`src/rtl/regfile_dump_pkg.sv`:
```
// Shared register-file constants and the regfile_dump FSM state encoding.
// Optional feature macro used by regfile_dump: REGFILE_DUMP_CHECKSUM_EN.
package regfile_dump_pkg;

   localparam int unsigned REG_ADDR_W = 5;
   localparam int unsigned REG_DATA_W = 32;

   typedef logic [2:0] state_t;

   localparam state_t ST_IDLE = 3'd0;
   localparam state_t ST_READ = 3'd1;
   localparam state_t ST_SEND = 3'd2;
   localparam state_t ST_SUM  = 3'd3;
   localparam state_t ST_FIN  = 3'd4;

endpackage

```
`src/rtl/regfile_dump.sv`:
```
// Debug read-out engine: walks the register file read port and streams each word over valid/ready.
// Define REGFILE_DUMP_CHECKSUM_EN to append an XOR checksum beat after the last register.
module regfile_dump
   import regfile_dump_pkg::*;
#(
   parameter int unsigned NUM_REGS = 32,
   parameter int unsigned ADDR_W   = REG_ADDR_W,
   parameter int unsigned DATA_W   = REG_DATA_W
) (
   input  logic              Clk,
   input  logic              Rst_n,
   input  logic              Start,
   output logic              Busy,
   output logic              Done,
   output logic [ADDR_W-1:0] RA,
   input  logic [DATA_W-1:0] RD,
   output logic              OutValid,
   input  logic              OutReady,
   output logic [ADDR_W-1:0] OutIdx,
   output logic [DATA_W-1:0] OutData,
   output logic              OutLast
);

   localparam logic [ADDR_W-1:0] LAST_IDX = ADDR_W'(NUM_REGS - 1);

   state_t            state;
   logic [ADDR_W-1:0] idx;
   logic [ADDR_W-1:0] idx_next;
   logic              is_last;
   logic              handshake;

   assign idx_next  = idx + ADDR_W'(1);
   assign is_last   = (idx == LAST_IDX);
   assign handshake = OutValid && OutReady;

`ifdef REGFILE_DUMP_CHECKSUM_EN
   logic [DATA_W-1:0] checksum;

   always_ff @(posedge Clk) begin
      if (!Rst_n) begin
         checksum <= '0;
      end else if (state == ST_IDLE && Start) begin
         checksum <= '0;
      end else if (state == ST_READ) begin
         checksum <= checksum ^ RD;
      end
   end
`endif

   always_ff @(posedge Clk) begin
      if (!Rst_n) begin
         state    <= ST_IDLE;
         idx      <= '0;
         Busy     <= 1'b0;
         Done     <= 1'b0;
         RA       <= '0;
         OutValid <= 1'b0;
         OutIdx   <= '0;
         OutData  <= '0;
         OutLast  <= 1'b0;
      end else begin
         case (state)
            ST_IDLE: begin
               if (Start) begin
                  state <= ST_READ;
                  idx   <= '0;
                  RA    <= '0;
                  Busy  <= 1'b1;
               end
            end

            // RD is sampled here, so a write landing earlier in this cycle is captured.
            ST_READ: begin
               OutData  <= RD;
               OutIdx   <= idx;
               OutValid <= 1'b1;
`ifdef REGFILE_DUMP_CHECKSUM_EN
               OutLast  <= 1'b0;
`else
               OutLast  <= is_last;
`endif
               state    <= ST_SEND;
            end

            ST_SEND: begin
               if (handshake) begin
                  OutValid <= 1'b0;
                  if (is_last) begin
`ifdef REGFILE_DUMP_CHECKSUM_EN
                     OutValid <= 1'b1;
                     OutData  <= checksum;
                     OutIdx   <= '0;
                     OutLast  <= 1'b1;
                     state    <= ST_SUM;
`else
                     Done  <= 1'b1;
                     Busy  <= 1'b0;
                     RA    <= '0;
                     state <= ST_FIN;
`endif
                  end else begin
                     idx   <= idx_next;
                     RA    <= idx_next;
                     state <= ST_READ;
                  end
               end
            end

            ST_SUM: begin
               if (handshake) begin
                  OutValid <= 1'b0;
                  Done     <= 1'b1;
                  Busy     <= 1'b0;
                  RA       <= '0;
                  state    <= ST_FIN;
               end
            end

            // Done is raised on entry so it is visible for exactly the FIN cycle.
            ST_FIN: begin
               Done  <= 1'b0;
               state <= ST_IDLE;
            end

            default: begin
               state <= ST_IDLE;
            end
         endcase
      end
   end

endmodule
```
`config.mk`:
```
export PLATFORM = sky130hd
export DESIGN_NAME = regfile_dump
export DESIGN_NICKNAME = d
export VERILOG_FILES = /design/src/rtl/regfile_dump_pkg.sv /design/src/rtl/regfile_dump.sv
export SDC_FILE = /design/constraint.sdc
export NUM_CORES = 1
export LEC_CHECK = 0
export CORE_ASPECT_RATIO = 1.5
export CORE_UTILIZATION = 40
export CTS_CLUSTER_SIZE = 20
export DETAILED_ROUTE_END_ITERATION = 8
export HOLD_SLACK_MARGIN = 0.06
export PLACE_DENSITY = 0.76
export SETUP_SLACK_MARGIN = 0.15
export SYNTH_ARGS = -nofsm -noshare
export SYNTH_HDL_FRONTEND = slang
export SYNTH_SLANG_ARGS = --single-unit
```
`constraint.sdc`:
```
create_clock -name Clk -period 4.05 [get_ports Clk]
set_clock_uncertainty 0.2 [all_clocks]
set_input_delay 0.405 -clock Clk [delete_from_list [all_inputs] [get_ports Clk]]
set_output_delay 0.405 -clock Clk [all_outputs]
set_load 0.005 [all_outputs]
```
==> impl_metrics.env <==
export IMPL_r2r_cells=6
export IMPL_crit_path_max_fanout=6
export IMPL_post_cts_setup_buffer_count=0
export IMPL_timing_final_ws_setup_ns=1.71
export IMPL_hold_start="OutData[3]"
export IMPL_fin_crit_ns=2.34
export IMPL_ys_warnings_count=0
export IMPL_crit_arrival_ns=2.35
export IMPL_clk_pin_slew_ns=0.09
export IMPL_drive_gt1_share_pct=4.89
export IMPL_power_leakage_nw=1.06
export IMPL_ys_seq_area_share_pct=51.8
export IMPL_die_area_sq_um=5520
export IMPL_finalHoldViolations=0
export IMPL_cp_end_kind="flop"
export IMPL_worstSetupStartpointType="flop"
export IMPL_grt_overflow_total=0
export IMPL_dr_total_vias=1980
export IMPL_outcome="finished clean"
export IMPL_hold_class="reg2reg"
export IMPL_io_pins=82
export IMPL_coreArea_sq_um=4930
export IMPL_worst_slew_pin_slew_ns=0.765
export IMPL_postRouteWirelength_mm=4.97
export IMPL_place_inst=385
export IMPL_cp_top_family="simple AND/OR/NAND/NOR gates"
export IMPL_timing_rr_end="idx[2]"
export IMPL_regArea_sq_um=1080
export IMPL_whs_ns=0.259
export IMPL_wl_per_cell_um=12.7
export IMPL_grt_max_degree=39
export IMPL_postLayoutCellArea_sq_um=3020
export IMPL_min_to="OutData[3]"
export IMPL_cts_tree="yes"
export IMPL_cp_num_buf_inv=0
export IMPL_start_util_pct=42.4
export IMPL_fin_util_pct=61.2
export IMPL_period_share_pct=57.9
export IMPL_synth_flop_cell="dfxtp_1"
export IMPL_clock_latency_ns=0.29
export IMPL_nFillCells=452
export IMPL_antenna_found_initial=0
export IMPL_synth_cells=254
export IMPL_grt_pass1_wl_mm=8.03
export IMPL_ctsHtreeMaxLevel=2
export IMPL_power_density_nw_per_um2=341
export IMPL_path_common_cell="ha_1"
export IMPL_syn_area_per_cell_sq_um=8.22
export IMPL_yosysUniqueCellTypes=39
export IMPL_grt_usage_pct=18.8
export IMPL_synthToLayoutAreaGrowth_pct=44.4
export IMPL_r2r_start="idx[0]"
export IMPL_ctsLongestPathBuffers=2
export IMPL_nNetsFinal=364
export IMPL_synth_edf_count=0
export IMPL_diodes=0
export IMPL_grt_pass1_vias=1903
export IMPL_total_power_mw=1.03
export IMPL_synth_commonest_cells="81 x nand2_1, 54 x dfxtp_1, 47 x a21oi_1"
export IMPL_maxCapViolCount=0
export IMPL_dpl_cell_area_sq_um=2920
export IMPL_die_height_um=90.5
export IMPL_gp_congestion=0.817
export IMPL_r2r_slack_ns=1.71
export IMPL_multi_input_area_sq_um=920
export IMPL_drc=0
export IMPL_synth_area_sq_um=2090
export IMPL_worstSetupPathType="reg2reg"
export IMPL_antenna_left=0
export IMPL_hold_depth=2
export IMPL_syn_num_nets=292
export IMPL_cp_data_required_time_ns=4.06
export IMPL_dr_pass1_iters=4
export IMPL_worstPathCellList="ha_1, and3_1, ha_1, nor4b_2, a31oi_1, a211oi_1"
export IMPL_slowest_stage="nor4b_2"
export IMPL_critPathMaxStageDelay_ns=0.56
export IMPL_ir_drop_mv=0.194
export IMPL_rsz0062_at_grt="no"
export IMPL_dp_hpwl_mm=3.56
export IMPL_postSynth_asyncResetShare_pct=0
export IMPL_clock_sinks=54
export IMPL_cts_buffers=5
export IMPL_portBuffers=81
export IMPL_fin_cells=393
export IMPL_synth_area_leaders="dfxtp_1 52%, nand2_1 15%, a21oi_1 11%"
export IMPL_maxSlewViolCount=0
export IMPL_drt_iter0_drc=73
export IMPL_synth_area_leader_cell="dfxtp_1"
export IMPL_setup_viol=0
export IMPL_synth_top_area_share_pct=51.8
export IMPL_dp_slack_ns=1.73
export IMPL_placementRows=31
export IMPL_vias_per_cell=5.04
export IMPL_fin_setup_tns_ns=0
export IMPL_yosysMostFrequentCell="nand2_1"
export IMPL_cts_resized=0
export IMPL_die_width_um=61.0
export IMPL_hold_buffers=0
export IMPL_clockRootBuffer="clkbuf_8"
export IMPL_timing_fmax_ghz=0.426
export IMPL_slew_headroom_pct=49.0
export IMPL_ys_ff_latch=54
[worst register-to-register path: cells and delay by family (launching register included)]
kind	cells	cell delay [ns]
DFF	1	0.38
and+or+nand+nor	2	0.76
adders and majority gates	2	0.53
AOI/OAI and AO/OA	2	0.40
[placed cells by master (no fill, tap or decap), types with 3 or more instances in the layout]
cell type / n
inv_1: 3
clkdlybuf4s50_1: 81
nor2_1: 3
nand2b_1: 3
clkbuf_8: 6
dfxtp_1: 54
nand4_1: 3
a21oi_1: 47
nand2_1: 81
nand3_1: 8
[state kept, by name (all words and copies together) (netlist names)]
register,count
OutIdx,5
Done,1
OutLast,1
OutData,32
OutValid,1
state,3
RA,5
Busy,1
idx,5
[power breakdown]
| part | internal [mW] | switching (mW) | total (mW) |
|---|---|---|---|
| registers | 0.553 | 0.0173 | 0.570 |
| logic | 0.0884 | 0.0687 | 0.157 |
| clock network | 0.138 | 0.163 | 0.301 |
| total | 0.779 | 0.249 | 1.03 |
[per-layer routing]
layer | vias up | share of wire [%] | track usage [%]
met4 | 0 | 1.7 | 6.25
li1 | 1000 | - | -
met5 | - | 0 | 0
met3 | 6 | 5.4 | 4.44
met1 | 917 | 40 | 19.5
met2 | 57 | 53 | 34.9
[how the worst max path moves through the flow]
stage            from  endpoint  cells past startpoint
6_report       idx[0]    idx[2]                      6
5_1_grt        idx[0]    idx[2]                      6
4_1_cts        idx[0]    idx[2]                      6
3_5_place_dp   idx[0]    idx[2]                      6
3_3_place_gp   idx[0]    idx[4]                      6
2_1_floorplan  idx[0]    idx[4]                      6
[area by class of cell]
type	instances	share of cell area (%)
Sequential cell	54	35.9
Multi-Input combinational cell	179	30.5
Timing Repair Buffer	83	27.4
Clock buffer	6	2.74
Tap cell	66	2.74
Clock inverter	2	0.415
Inverter	3	0.373
[logic make-up (layout without fill, tap and decap cells)]
| family | after synthesis | count (layout) | share of synthesized area [%] |
|---|---|---|---|
| AND/OR/NAND/NOR | 115 | 115 | 25.2 |
| adder cells (fa/ha/maj) | 2 | 2 | 1.20 |
| AO/OA/AOI/OAI | 59 | 59 | 16.1 |
| multiplexers | 1 | 1 | 0.479 |
| flip-flops | 54 | 54 | 51.8 |
| XOR/XNOR | 2 | 2 | 0.839 |
| buffers and inverters | 21 | 94 | 4.43 |
Note: power is estimated with default switching activity, not from simulation.
